<file path="config.mk">
export PLATFORM = sky130hd
export DESIGN_NAME = counter_cmd_sequencer_flat
export DESIGN_NICKNAME = d
export VERILOG_FILES = /design/src/rtl/counter_pkg.sv /design/src/rtl/counter_cmd_sequencer_if.sv /design/src/rtl/cmd_fifo.sv /design/src/rtl/counter_cmd_sequencer.sv /design/src/flat_wrapper.sv
export SDC_FILE = /design/constraint.sdc
export NUM_CORES = 1
export LEC_CHECK = 0
export BUFFER_PORTS_ARGS = -buffer_cell sky130_fd_sc_hd__buf_2
export CAP_MARGIN = 20
export CELL_PAD_IN_SITES_DETAIL_PLACEMENT = 1
export CELL_PAD_IN_SITES_GLOBAL_PLACEMENT = 2
export CORE_MARGIN = 2
export CORE_UTILIZATION = 38
export DETAILED_ROUTE_END_ITERATION = 10
export PLACE_DENSITY = 0.73
export REMOVE_ABC_BUFFERS = 1
export SETUP_SLACK_MARGIN = 0.5
export SLEW_MARGIN = 20
export SYNTH_ARGS = -nofsm -noshare
export SYNTH_HDL_FRONTEND = slang
export SYNTH_SLANG_ARGS = --single-unit
</file>
<file path="constraint.sdc">
create_clock -name clk -period 2.4 [get_ports clk]
set_input_delay 0.12 -clock clk [delete_from_list [all_inputs] [get_ports clk]]
set_output_delay 0.12 -clock clk [all_outputs]
set_load 0.02 [all_outputs]
</file>
<file path="src/rtl/counter_pkg.sv">
// Shared types and constants for the counter command sequencer: opcodes,
// queued-command layout, FSM states and the counter width.
package counter_pkg;

   localparam int CNT_W    = 4;
   localparam int MAX_STEP = 3;

   typedef enum logic [1:0] {
      OP_NOP    = 2'b00,
      OP_INCR   = 2'b01,
      OP_DECR   = 2'b10,
      OP_REINIT = 2'b11
   } op_e;

   typedef struct packed {
      op_e              op;
      logic [CNT_W-1:0] amount;
      logic [CNT_W-1:0] init;
   } cmd_t;

   typedef enum logic {
      ST_IDLE  = 1'b0,
      ST_ISSUE = 1'b1
   } seq_state_e;

endpackage

</file>
<file path="src/rtl/counter_cmd_sequencer_if.sv">
// Upstream command handshake: valid/ready plus the command payload.
interface counter_cmd_sequencer_if;
   import counter_pkg::*;

   logic             cmd_valid;
   logic             cmd_ready;
   logic [1:0]       cmd_op;
   logic [CNT_W-1:0] cmd_amount;
   logic [CNT_W-1:0] cmd_init;

   modport master (output cmd_valid, cmd_op, cmd_amount, cmd_init, input cmd_ready);
   modport slave  (input cmd_valid, cmd_op, cmd_amount, cmd_init, output cmd_ready);

endinterface

</file>
<file path="src/rtl/cmd_fifo.sv">
// Synchronous first-in first-out command queue with valid/ready push, pop/empty
// read side and a synchronous clear that wins over a concurrent push or pop.
module cmd_fifo #(
   parameter int DEPTH = 4,
   parameter int WIDTH = 10
) (
   input  logic                   clk,
   input  logic                   rst,
   input  logic                   clear_i,
   input  logic                   push_valid_i,
   output logic                   push_ready_o,
   input  logic [WIDTH-1:0]       push_data_i,
   input  logic                   pop_i,
   output logic [WIDTH-1:0]       pop_data_o,
   output logic                   empty_o,
   output logic [$clog2(DEPTH):0] count_o
);

   localparam int AW = $clog2(DEPTH);
   localparam int CW = AW + 1;

   logic [WIDTH-1:0] mem_q [DEPTH];
   logic [AW-1:0]    wr_ptr_q, wr_ptr_d;
   logic [AW-1:0]    rd_ptr_q, rd_ptr_d;
   logic [CW-1:0]    count_q, count_d;
   logic             push;
   logic             pop;

   assign push_ready_o = (count_q < CW'(DEPTH));
   assign empty_o      = (count_q == '0);
   assign push         = push_valid_i && push_ready_o && !clear_i;
   assign pop          = pop_i && !empty_o && !clear_i;
   assign pop_data_o   = mem_q[rd_ptr_q];
   assign count_o      = count_q;

   always_comb begin
      wr_ptr_d = wr_ptr_q;
      rd_ptr_d = rd_ptr_q;
      count_d  = count_q;
      if (clear_i) begin
         wr_ptr_d = '0;
         rd_ptr_d = '0;
         count_d  = '0;
      end else begin
         // DEPTH is a power of two, so the pointers wrap naturally
         if (push) wr_ptr_d = wr_ptr_q + AW'(1);
         if (pop)  rd_ptr_d = rd_ptr_q + AW'(1);
         count_d = count_q + CW'(push) - CW'(pop);
      end
   end

   always_ff @(posedge clk or posedge rst) begin
      if (rst) begin
         wr_ptr_q <= '0;
         rd_ptr_q <= '0;
         count_q  <= '0;
      end else begin
         wr_ptr_q <= wr_ptr_d;
         rd_ptr_q <= rd_ptr_d;
         count_q  <= count_d;
      end
   end

   always_ff @(posedge clk) begin
      if (push) mem_q[wr_ptr_q] <= push_data_i;
   end

endmodule

</file>
<file path="src/rtl/counter_cmd_sequencer.sv">
// Queues counter commands and expands each into registered per-cycle beats
// (incr/decr chunks of at most MAX_STEP, or a single reinit beat).
module counter_cmd_sequencer #(
   parameter int FIFO_DEPTH = 4,
   parameter int MAX_STEP   = counter_pkg::MAX_STEP
) (
   input  logic                               clk,
   input  logic                               rst,
   counter_cmd_sequencer_if.slave             cmd,
   input  logic                               hold,
   input  logic                               flush,
   output logic                               reinit,
   output logic [counter_pkg::CNT_W-1:0]      initial_value,
   output logic                               incr_valid,
   output logic [1:0]                         incr,
   output logic                               decr_valid,
   output logic [1:0]                         decr,
   output logic                               busy,
   output logic [$clog2(FIFO_DEPTH):0]        fifo_count
);

   import counter_pkg::*;

   localparam logic [CNT_W-1:0] STEP_MAX = CNT_W'(MAX_STEP);

   function automatic logic [CNT_W-1:0] clamp_step(input logic [CNT_W-1:0] rem);
      return (rem > STEP_MAX) ? STEP_MAX : rem;
   endfunction

   seq_state_e       state_q, state_d;
   logic [CNT_W-1:0] rem_q, rem_d;
   op_e              op_q;
   logic [CNT_W-1:0] init_q;
   logic             reinit_q, reinit_d;
   logic [CNT_W-1:0] init_val_q, init_val_d;
   logic             incr_valid_q, incr_valid_d;
   logic [1:0]       incr_q, incr_d;
   logic             decr_valid_q, decr_valid_d;
   logic [1:0]       decr_q, decr_d;

   logic [CNT_W-1:0] step;
   logic             cmd_done;
   logic             load;
   logic             fifo_empty;
   logic             fifo_ready;
   cmd_t             head;
   logic [$clog2(FIFO_DEPTH):0] count;

   cmd_fifo #(
      .DEPTH (FIFO_DEPTH),
      .WIDTH ($bits(cmd_t))
   ) u_fifo (
      .clk          (clk),
      .rst          (rst),
      .clear_i      (flush),
      .push_valid_i (cmd.cmd_valid),
      .push_ready_o (fifo_ready),
      .push_data_i  ({cmd.cmd_op, cmd.cmd_amount, cmd.cmd_init}),
      .pop_i        (load),
      .pop_data_o   (head),
      .empty_o      (fifo_empty),
      .count_o      (count)
   );

   always_comb begin
      state_d      = state_q;
      rem_d        = rem_q;
      load         = 1'b0;
      cmd_done     = 1'b0;
      step         = clamp_step(rem_q);
      reinit_d     = 1'b0;
      init_val_d   = '0;
      incr_valid_d = 1'b0;
      incr_d       = '0;
      decr_valid_d = 1'b0;
      decr_d       = '0;
      if (flush) begin
         state_d = ST_IDLE;
         rem_d   = '0;
      end else if (!hold) begin
         case (state_q)
            ST_IDLE: load = !fifo_empty;
            ST_ISSUE: begin
               case (op_q)
                  OP_INCR: begin
                     incr_valid_d = (step != '0);
                     incr_d       = step[1:0];
                  end
                  OP_DECR: begin
                     decr_valid_d = (step != '0);
                     decr_d       = step[1:0];
                  end
                  OP_REINIT: begin
                     reinit_d   = 1'b1;
                     init_val_d = init_q;
                  end
                  default: ;
               endcase
               rem_d    = rem_q - step;
               cmd_done = (op_q inside {OP_INCR, OP_DECR}) ? (rem_q <= STEP_MAX) : 1'b1;
               // Chain straight into the next queued command so there is no bubble
               if (cmd_done) begin
                  if (!fifo_empty) begin
                     load = 1'b1;
                  end else begin
                     state_d = ST_IDLE;
                     rem_d   = '0;
                  end
               end
            end
            default: state_d = ST_IDLE;
         endcase
         if (load) begin
            state_d = ST_ISSUE;
            rem_d   = head.amount;
         end
      end
   end

   always_ff @(posedge clk or posedge rst) begin
      if (rst) begin
         state_q      <= ST_IDLE;
         rem_q        <= '0;
         reinit_q     <= 1'b0;
         init_val_q   <= '0;
         incr_valid_q <= 1'b0;
         incr_q       <= '0;
         decr_valid_q <= 1'b0;
         decr_q       <= '0;
      end else begin
         state_q      <= state_d;
         rem_q        <= rem_d;
         reinit_q     <= reinit_d;
         init_val_q   <= init_val_d;
         incr_valid_q <= incr_valid_d;
         incr_q       <= incr_d;
         decr_valid_q <= decr_valid_d;
         decr_q       <= decr_d;
      end
   end

   // Loaded opcode/init are only consulted in ISSUE, so they need no reset
   always_ff @(posedge clk) begin
      if (load) begin
         op_q   <= head.op;
         init_q <= head.init;
      end
   end

   assign cmd.cmd_ready  = fifo_ready;
   assign reinit         = reinit_q;
   assign initial_value  = init_val_q;
   assign incr_valid     = incr_valid_q;
   assign incr           = incr_q;
   assign decr_valid     = decr_valid_q;
   assign decr           = decr_q;
   assign busy           = (state_q == ST_ISSUE) || !fifo_empty;
   assign fifo_count     = count;

endmodule
</file>
<file path="src/flat_wrapper.sv">
// flat-port wrapper written by rule: the top's interface ports become plain ports
module counter_cmd_sequencer_flat import counter_pkg::*;
#(
   parameter int FIFO_DEPTH = 4,
   parameter int MAX_STEP   = counter_pkg::MAX_STEP
)
  (clk, rst, hold, flush, reinit, initial_value, incr_valid, incr, decr_valid, decr, busy, fifo_count, cmd_cmd_valid, cmd_cmd_op, cmd_cmd_amount, cmd_cmd_init, cmd_cmd_ready);
  counter_cmd_sequencer_if cmd_i ();
  input  logic clk;
  input  logic rst;
  input  logic hold;
  input  logic flush;
  output logic reinit;
  output logic [counter_pkg::CNT_W-1:0] initial_value;
  output logic incr_valid;
  output logic [1:0] incr;
  output logic decr_valid;
  output logic [1:0] decr;
  output logic busy;
  output logic [$clog2(FIFO_DEPTH):0] fifo_count;
  input wire logic [$bits(cmd_i.cmd_valid)-1:0] cmd_cmd_valid;
  input wire logic [$bits(cmd_i.cmd_op)-1:0] cmd_cmd_op;
  input wire logic [$bits(cmd_i.cmd_amount)-1:0] cmd_cmd_amount;
  input wire logic [$bits(cmd_i.cmd_init)-1:0] cmd_cmd_init;
  output wire logic [$bits(cmd_i.cmd_ready)-1:0] cmd_cmd_ready;
  assign cmd_i.cmd_valid = cmd_cmd_valid;
  assign cmd_i.cmd_op = cmd_cmd_op;
  assign cmd_i.cmd_amount = cmd_cmd_amount;
  assign cmd_i.cmd_init = cmd_cmd_init;
  assign cmd_cmd_ready = cmd_i.cmd_ready;
  counter_cmd_sequencer #(.FIFO_DEPTH(FIFO_DEPTH), .MAX_STEP(MAX_STEP)) u_core (.clk(clk), .rst(rst), .cmd(cmd_i), .hold(hold), .flush(flush), .reinit(reinit), .initial_value(initial_value), .incr_valid(incr_valid), .incr(incr), .decr_valid(decr_valid), .decr(decr), .busy(busy), .fifo_count(fifo_count));
endmodule
</file>
# Yosys cells after proc, flatten, opt, wreduce, memory -nomap -nowiden
# Memories as Yosys holds them, arrays and structs flattened.
# Index checks and enable logic that the tools add are counted.
# classes
reduce_logical,14
n_eq_ne,4
magnitude_cmp,3
bitwise,1
muxes,51
addsub,5
# ops
operator,n
$mux 4,11
$mux 1,26
$mux 2,12
$reduce_bool 2->1,3
$add 2x1->2 const B,2
$eq 2x2->1 const B,2
$gt 4x2->1 const B,1
$le 4x2->1 const B,1
$logic_and 1x1->1,4
$reduce_bool 4->1,1
$sub 4x4->4,1
$add 3x1->3,1
$logic_not 3->1,1
$lt 3x3->1 const B,1
$mux 3,1
$reduce_bool 3->1,1
$sub 3x1->3,1
$eq 2x1->1 const B,1
$logic_not 1->1,2
$ne 2x1->1 const B,1
$pmux 1 s2,1
$reduce_and 2->1,1
$logic_or 1x1->1,1
$not 1->1,1
# totals
out_inout_bits,16
ramBits,40
reg_bits,29
memories,1
# mem_list
name,depth,word_bits,rd,rd_clocked_by_memory_dff,wr,line_no,source
u_core.u_fifo.mem_q,4,10,1,0,1,cmd_fifo.sv:22,logic [WIDTH-1:0] mem_q [DEPTH];

# Logic depth before layout (Yosys ltp)
# Gate-level depths: netlist (run 1).
# logic_depth
ltp_word,13
depth_mapped,12
mapped_depth_nobuf,12

# By module
# Synthesis (run 1) repeated with hierarchy kept, for this count alone.
# hier_totals
hier_cells,171
area_unflattened_um2,2870.3
# modules_own_cells
module,cells_per_inst,n_inst,area_per_inst_um2
cmd_fifo,97,1,1905.6
counter_cmd_sequencer,74,1,964.7

# Worst setup path before layout (run 1)
# No wires, ideal clock.
# synth_path
path_kind,flip-flop to flip-flop
start,register u_core.op_q[1]
end,register u_core.u_fifo.count_q[2] (netlist: u_core.u_fifo.count_o[2])
setup_time_ns,0.132
slack_ns,-0.213
arrival_time_ns,2.481
stages_incl_launch_ff,12
t_required_ns,2.268
n_path_buf,0
cell_sequence,edfxtp_1 -> ha_1 -> o21ba_4 -> a2111oi_4 -> ha_1 -> inv_1 -> ha_1 -> inv_1 -> fa_1 -> xnor2_1 -> xnor2_1 -> nor2_1
# synth_between
elab_chain_cells,13
# synth_rtl
item,line_no,source
"start, declared",counter_cmd_sequencer.sv:32,op_e op_q;
"start signal, assigned",counter_cmd_sequencer.sv:145,op_q <= head.op;
$eq 2x1->1 / $eq 2x2->1 (equally long branches),counter_cmd_sequencer.sv:100,"cmd_done = (op_q inside {OP_INCR, OP_DECR}) ? (rem_q <= STEP_MAX) : 1'b1;"
$reduce_bool 2->1 *,counter_cmd_sequencer.sv:100,
$mux 1 *,counter_cmd_sequencer.sv:100,
$mux 1 *,counter_cmd_sequencer.sv:102,if (cmd_done) begin
$pmux 1 s2 *,counter_cmd_sequencer.sv:81,case (state_q)
$mux 1 *,counter_cmd_sequencer.sv:80,end else if (!hold) begin
$mux 1 *,counter_cmd_sequencer.sv:77,if (flush) begin
$mux 1 *,counter_cmd_sequencer.sv:80,
$mux 1 *,counter_cmd_sequencer.sv:77,
$logic_and 1x1->1 * (2 in a row),cmd_fifo.sv:32,assign pop = pop_i && !empty_o && !clear_i;
$sub 3x1->3 *,cmd_fifo.sv:48,count_d = count_q + CW'(push) - CW'(pop);
$mux 3 *,cmd_fifo.sv:40,if (clear_i) begin
named net u_core.u_fifo.count_d[2],cmd_fifo.sv:25,"logic [CW-1:0] count_q, count_d;"
"end signal, assigned",cmd_fifo.sv:60,count_q <= count_d;
"end, declared",cmd_fifo.sv:25,
# The timed path passes the listed nets; every way through them passes the cells marked *. The select of a mux whose other input is x is not followed.
# A chain may end at the register's enable or synchronous reset.

# Final worst setup path (run 1)
# Same ends and word-level chain as after synthesis.

==> qor.yml, run 1 <==
synth:
  synth-compound-area-share_pct: 6.40
  ys_seq_elements: 69
  synth_top_family_by_area: "multiplexers"
  synthArstFlopShare_pct: 33.3
  synthFlopType: "edfxtp_1"
  ys_seq_area_share_pct: 69.1
  synth.area.mux_share_pct: 7.95
  avgSynthCellArea_um2: 16.5
  synthCells: 172
  synth_simple_gate_area_share_pct: 7.59
  synthAdderAreaFrac_pct: 5.12
  yosysUniqueCellTypes: 37
  yosysWarnings: 0
  synth_edf_count: 46
  synth-xor-area-share_pct: 1.24
  synth_area_um2: 2830
sta:
  fin_crit_ns: 2.53
  tightest_slew_ns: 0.884
  slew_headroom_pct: 41.0
  setup_viol: 1
  worst_slack_ns: -0.131
  slew_viol_final: 0
  clock_skew_ns: 0.00479
  finalCritPeriodShare_pct: 105
  grt_setup_unrepaired: "yes"
  holdWs_ns: 0.0200
  hold_viol: 0
  max_clock_freq_ghz: 0.395
  setup_tns_ns: -0.131
power:
  power.share.clock_pct: 27.3
  power_leakage_uw: 0.00141
  seq_power_share_pct: 47.3
  intPower_uw: 2190
  switching_power_uw: 971
  switching_share_pct: 30.8
  cellPowerDensity_nw_per_um2: 900
  ir_drop_v: 0.000582
  pwr-share-comb_pct: 25.4
routing:
  drt-total-wl_mm: 5.30
  drt_pass1_iterations: 4
  via_count: 1574
  viasPerCell: 4.68
  final_antenna_net_count: 0
  drc: 0
  wl_per_cell_um: 15.8
  drt_iter0_markers: 42
clock_network:
  cts_root_buffer: "clkbuf_8"
  cts_sinks: 69
  cts.clk_slew.worst_paths_ns: 0.08
  tritoncts: "built"
  clockBufferDepth: 2
  insertion_delay_ns: 0.33
  h-tree-depth: 3
  numCtsBuffers: 9
grt:
  grt_pass1_vias: 1756
  grt_overflow: 0
  antenna_found_initial: 0
  grt_max_degree: 24
  grt_pass1_wl_mm: 8.87
  grt_usage_pct: 14.2
die:
  start_util_pct: 39.1
  core_region_area_um2: 7250
  die_h_um: 90.4
  die_w_um: 90.4
  dieArea_um2: 8160
  rows: 31
  pin_count: 31
placed_design:
  dp_cells: 307
  dpl.hpwl_mm: 3.81
  portBuffers: 30
  place.gp.congestion: 0.759
  dp_slack_ns: -0.243
finish:
  final_nets: 258
  antenna_cells: 0
  instances_no_fill: 336
  syn2layout_area_growth_pct: 23.8
  postLayoutCoreUtil_pct: 48.4
  drive_gt1_share_pct: 37.6
worst_setup_path:
  cp_num_buf_inv: 2
  cpLargestDelayFamily: "adder cells"
  rrSetupSlack_ns: -0.13
  crit_required_ns: 2.61
  path_cells: "ha_4 > o21ba_4 > a2111oi_4 > ha_1 > inv_1 > ha_1 > inv_1 > fa_2 > xnor2_2 > xnor2_1 > nor2_1"
  arrival_ns: 2.74
  cp-end-kind: "flip-flop"
  cp_max_fo: 2
  crit_slowest_cell: "edfxtp_1"
  path_class: "reg2reg"
  startpoint_type: "flip-flop"
  max_stage_delay_ns: 0.45
run_status:
  violations: "setup timing"
  run_status: "complete, but fails checks"
run:
  max_cap_viol_count: 0
worst_hold_path:
  hold_path_class: "in2reg"
[power by group through the flow]
stage / Combinational, uW / Clock (uW) / Sequential [uW]
final: 801 / 862 / 1490
after global routing: 881 / 953 / 1510
after CTS: 781 / 895 / 1490
after detailed placement: 747 / 0 / 1510
after global placement: 710 / 0 / 1500
after floorplan: 446 / 0 / 1540
[area by class of cell]
type	count	area [um2]
Inverter	11	41.3
Timing Repair Buffer	54	355
Sequential cell	69	1960
Clock inverter	7	57.6
Clock buffer	9	124
Tap cell	99	124
Multi-Input combinational cell	87	850
Fill cell	725	3740
[cell usage after synthesis (2+ instances only)]
cell type	count	share of area [%]
o21bai_1	2	0.53
and3_1	4	0.88
inv_1	11	1.5
ha_1	10	4.4
and2_1	5	1.1
nor2b_1	3	0.66
edfxtp_1	46	49
nand2_1	6	0.79
mux4_2	10	7.9
nor2_1	14	1.9
o21ai_0	2	0.35
buf_4	2	0.53
a21oi_1	4	0.71
clkbuf_1	2	0.26
a22oi_1	2	0.53
xnor2_1	4	1.2
nor3_1	3	0.53
dfrtp_1	23	20
[metal layers]
metal	vias up	global-route usage, %	wire length (um)
li1	755	-	-
met1	785	17.1	2290
met2	26	24.4	2770
met3	8	3.34	157
met4	0	6.15	87
met5	-	0	0
[worst paths after layout]
kind | from | cells past startpoint | to
min in group asynchronous | rst | 3 | u_core.decr_valid$_DFF_PP0_
hold reg to reg | u_core.init_q[1]$_DFFE_PN_ | 1 | u_core.initial_value[1]$_DFF_PP0_
max in group asynchronous | rst | 3 | u_core.u_fifo.rd_ptr_q[0]$_DFFE_PP0P_
setup / recovery | u_core.op_q[1]$_DFFE_PN_ | 11 | u_core.u_fifo.count_o[2]$_DFF_PP0_
setup reg to reg | u_core.op_q[1]$_DFFE_PN_ | 11 | u_core.u_fifo.count_o[2]$_DFF_PP0_
hold / removal | cmd_cmd_amount[3] | 1 | u_core.u_fifo.mem_q[3][7]$_DFFE_PP_
[worst reg2reg max path: stages (launching register included)]
cell and delay [ns]:
edfxtp_1 0.45, ha_4 0.29, o21ba_4 0.15, a2111oi_4 0.31, ha_1 0.28, inv_1 0.05
ha_1 0.12, inv_1 0.05, fa_2 0.35, xnor2_2 0.14, xnor2_1 0.14, nor2_1 0.06
[what timing repair did]
item                                    in CTS  in global routing
gates resized for setup                      2                 10
hold buffers                                10                  0
buffers inserted                             1                  2
endpoints found under the setup margin       9                 50
endpoints found under the hold margin       58                  0
pin swaps                                    4                  5
[cells by family after synthesis]
group	after synthesis
AO/OA/AOI/OAI	21
XOR/XNOR	4
adder cells (fa/ha/maj)	11
buffers and inverters	16
flip-flops	69
multiplexers	10
AND/OR/NAND/NOR	41
[registers in the layout, summed over array words and instances (netlist names)]
register	cells
u_core.initial_value	4
u_core.u_fifo.mem_q	40
u_core.incr	2
u_core.u_fifo.rd_ptr_q	2
u_core.op_q	2
u_core.init_q	4
u_core.state_q	1
u_core.decr_valid	1
u_core.u_fifo.count_o	3
u_core.u_fifo.wr_ptr_q	2
u_core.decr	2
u_core.reinit	1
u_core.rem_q	4
u_core.incr_valid	1
[per-stage QoR]
step / cell area [um2] / power, uW
detailed placement: 3160 / 2260
global route: 3510 / 3340
CTS: 3460 / 3170
finish: 3510 / 3160
global placement: 3160 / 2210
floorplan: 2800 / 1990
[cell usage in the layout (no fill, tap or decap), types with 2 or more instances in the layout]
cell           count
nor2b_1            2
clkbuf_8           9
mux4_2            10
and2_2             4
dfrtp_1           22
and3_1             4
o21bai_1           2
a21oi_2            2
buf_4             14
clkinvlp_4         2
dlygate4sd3_1     10
nor3_1             3
buf_2             30
inv_6              3
a21oi_1            3
edfxtp_1          46
o21ai_0            2
nor2_1            14
inv_1             11
ha_1               9
nand2_1            6
a22oi_1            2
xnor2_1            3
Note: power is estimated with default switching activity, not from simulation.
==> run 2: changes to the inputs <==
--- a/config.mk
+++ b/config.mk
@@ -10,9 +10,10 @@
 export CELL_PAD_IN_SITES_DETAIL_PLACEMENT = 1
 export CELL_PAD_IN_SITES_GLOBAL_PLACEMENT = 2
 export CORE_MARGIN = 2
-export CORE_UTILIZATION = 38
+export CORE_UTILIZATION = 42
 export DETAILED_ROUTE_END_ITERATION = 10
-export PLACE_DENSITY = 0.73
+export PLACE_DENSITY = 0.77
+export RECOVER_POWER = 100
 export REMOVE_ABC_BUFFERS = 1
 export SETUP_SLACK_MARGIN = 0.5
 export SLEW_MARGIN = 20
==> constraint.sdc (replaced) <==
create_clock -name clk -period 2.8 [get_ports clk]
set_input_delay 0.14 -clock clk [delete_from_list [all_inputs] [get_ports clk]]
set_output_delay 0.14 -clock clk [all_outputs]
set_load 0.02 [all_outputs]
==> qor.yml, run 2 (synthesis results as in run 1) <==
finish:
  syn2layout_area_growth_pct: 14.2
  final_cell_mix: "edfxtp_1 (46), clkbuf_1 (28), dfrtp_1 (23)"
  multi_input_area_um2: 798
  largest_register_ffs: 40
  largest-register: "u_core.u_fifo.mem_q"
  antenna_cells: 0
  drive_gt1_share_pct: 19.2
  final_common_cell: "edfxtp_1"
  fill_cells: 644
  regArea_um2: 1960
  final_nets: 240
grt:
  grt_max_degree: 24
  grt_overflow: 0
  grt_pass1_vias: 1796
  antenna_found_initial: 0
  grt_pass1_wl_mm: 8.71
  grt_usage_pct: 16.2
power:
  power_leakage_uw: 0.00122
  finalPower_uw: 2630
  cellPowerDensity_nw_per_um2: 814
  ir_drop_v: 0.000400
die:
  die_w_um: 86.1
  rows: 29
  start_util_pct: 44.1
  core_region_area_um2: 6420
  pin_count: 31
  dieArea_um2: 7420
  die_h_um: 86.1
run:
  max_cap_viol_count: 0
sta:
  setup_tns_ns: 0
  slew_viol_final: 0
  max_clock_freq_ghz: 0.383
  tightest_slew_ns: 0.892
  slew_headroom_pct: 40.5
  clock_skew_ns: 0.0112
  holdWs_ns: -0.0119
  grt_setup_unrepaired: "yes"
  fin_crit_ns: 2.61
  hold_viol: 20
  finalCritPeriodShare_pct: 93.4
  setup_viol: 0
clock_network:
  cts_root_buffer: "clkbuf_8"
  h-tree-depth: 3
  insertion_delay_ns: 0.33
  clockBufferDepth: 2
  cts_sinks: 69
  cts.clk_slew.worst_paths_ns: 0.08
  tritoncts: "built"
  numCtsBuffers: 9
routing:
  drt-total-wl_mm: 5.38
  via_count: 1549
  drt_pass1_iterations: 4
  wl_per_cell_um: 18.2
  viasPerCell: 5.23
  drc: 0
  drt_iter0_markers: 61
  final_antenna_net_count: 0
worst_setup_path:
  path_class: "reg2reg"
  cp-end-kind: "flip-flop"
  crit_start: "u_core.op_q[0]$_DFFE_PN_"
  cp_max_fo: 2
  critPathMostFrequentCell: "ha_1"
  crit_required_ns: 3.01
  crit_slowest_cell: "edfxtp_1"
  startpoint_type: "flip-flop"
  r2r_start: "u_core.op_q[0]$_DFFE_PN_"
  path_cells: "inv_1 > ha_1 > o21ba_4 > a2111oi_4 > ha_1 > inv_1 > ha_1 > inv_2 > fa_2 > xnor2_1 > xnor2_1 > nor2_1"
  max_stage_delay_ns: 0.37
  arrival_ns: 2.83
placed_design:
  place.gp.congestion: 0.800
  dpl.hpwl_mm: 3.65
  portBuffers: 30
run_status:
  run_status: "complete, but fails checks"
  violations: "hold timing"
worst_hold_path:
  hold_path_class: "in2async"
run 2: changes by cell type in the layout (fill, tap and decap cells not counted), sizes merged:
cell,delta
buf,-36
bufinv,+1
clkbuf,+28
clkinv,+3
dlygate4sd3,-10
inv,-4
run 2: final cells by class:
type,count,area share [%]
Tap cell,77,2.98
Inverter,11,1.28
Multi-Input combinational cell,87,24.7
Timing Repair Buffer,36,4.72
Clock inverter,7,2.05
Clock buffer,9,3.83
Sequential cell,69,60.5
run 2: worst paths after layout:
| kind | slack (ns) | cells after the start | to |
|---|---|---|---|
| min in group clk | 0.07 | 1 | u_core.u_fifo.mem_q[2][3]$_DFFE_PP_ |
| min | -0.01 | 2 | u_core.u_fifo.count_o[1]$_DFF_PP0_ |
| max | 0.19 | 12 | u_core.u_fifo.count_o[2]$_DFF_PP0_ |
| min reg2reg | 0.51 | 1 | u_core.initial_value[0]$_DFF_PP0_ |
| max in group asynchronous | 2.26 | 2 | u_core.state_q$_DFFE_PP0P_ |
| max reg2reg | 0.19 | 12 | u_core.u_fifo.count_o[2]$_DFF_PP0_ |
run 2: power breakdown:
| part | switching, uW | internal [uW] | leakage (uW) |
|---|---|---|---|
| combinational | 282 | 257 | 0.000394 |
| clock | 374 | 405 | 0.0000903 |
| sequential | 125 | 1190 | 0.000734 |
| total | 781 | 1850 | 0.00122 |
run 2: routing by layer:
layer,GRT usage (%),vias to the layer above,wire (um)
met5,0,-,0
met4,7.36,0,83
met3,5.10,8,203
met2,27.8,35,2800
met1,18.5,789,2290
li1,-,717,-
run 2: what timing repair did:
item | CTS | global route
endpoints found under the setup margin | 2 | 2
pin swaps | 4 | 0
setup buffers | 3 | 0
hold buffers | 0 | 0
resized for setup | 2 | 4
run 2: per-stage QoR:
| step | cells | util [%] | cell area [um2] | setup WS, ns |
|---|---|---|---|---|
| global placement | 277 | 47.8 | 3070 | 0.219 |
| detailed placement | 277 | 47.8 | 3070 | 0.105 |
| global route | 296 | 50.4 | 3240 | 0.0435 |
| CTS | 296 | 51.3 | 3290 | 0.214 |
| floorplan | 167 | - | 2800 | 0.200 |
| finish | 296 | 50.4 | 3240 | 0.186 |
run 2: critical path, delay by kind of cell, from the launching register on:
| kind | cells | cell delay [ns] |
|---|---|---|
| and+or+nand+nor | 1 | 0.05 |
| xor gates and xnor gates | 2 | 0.33 |
| DFF | 1 | 0.37 |
| adders and majority gates | 4 | 1.07 |
| buffers and inverters | 3 | 0.18 |
| AOI/OAI and AO/OA | 2 | 0.50 |
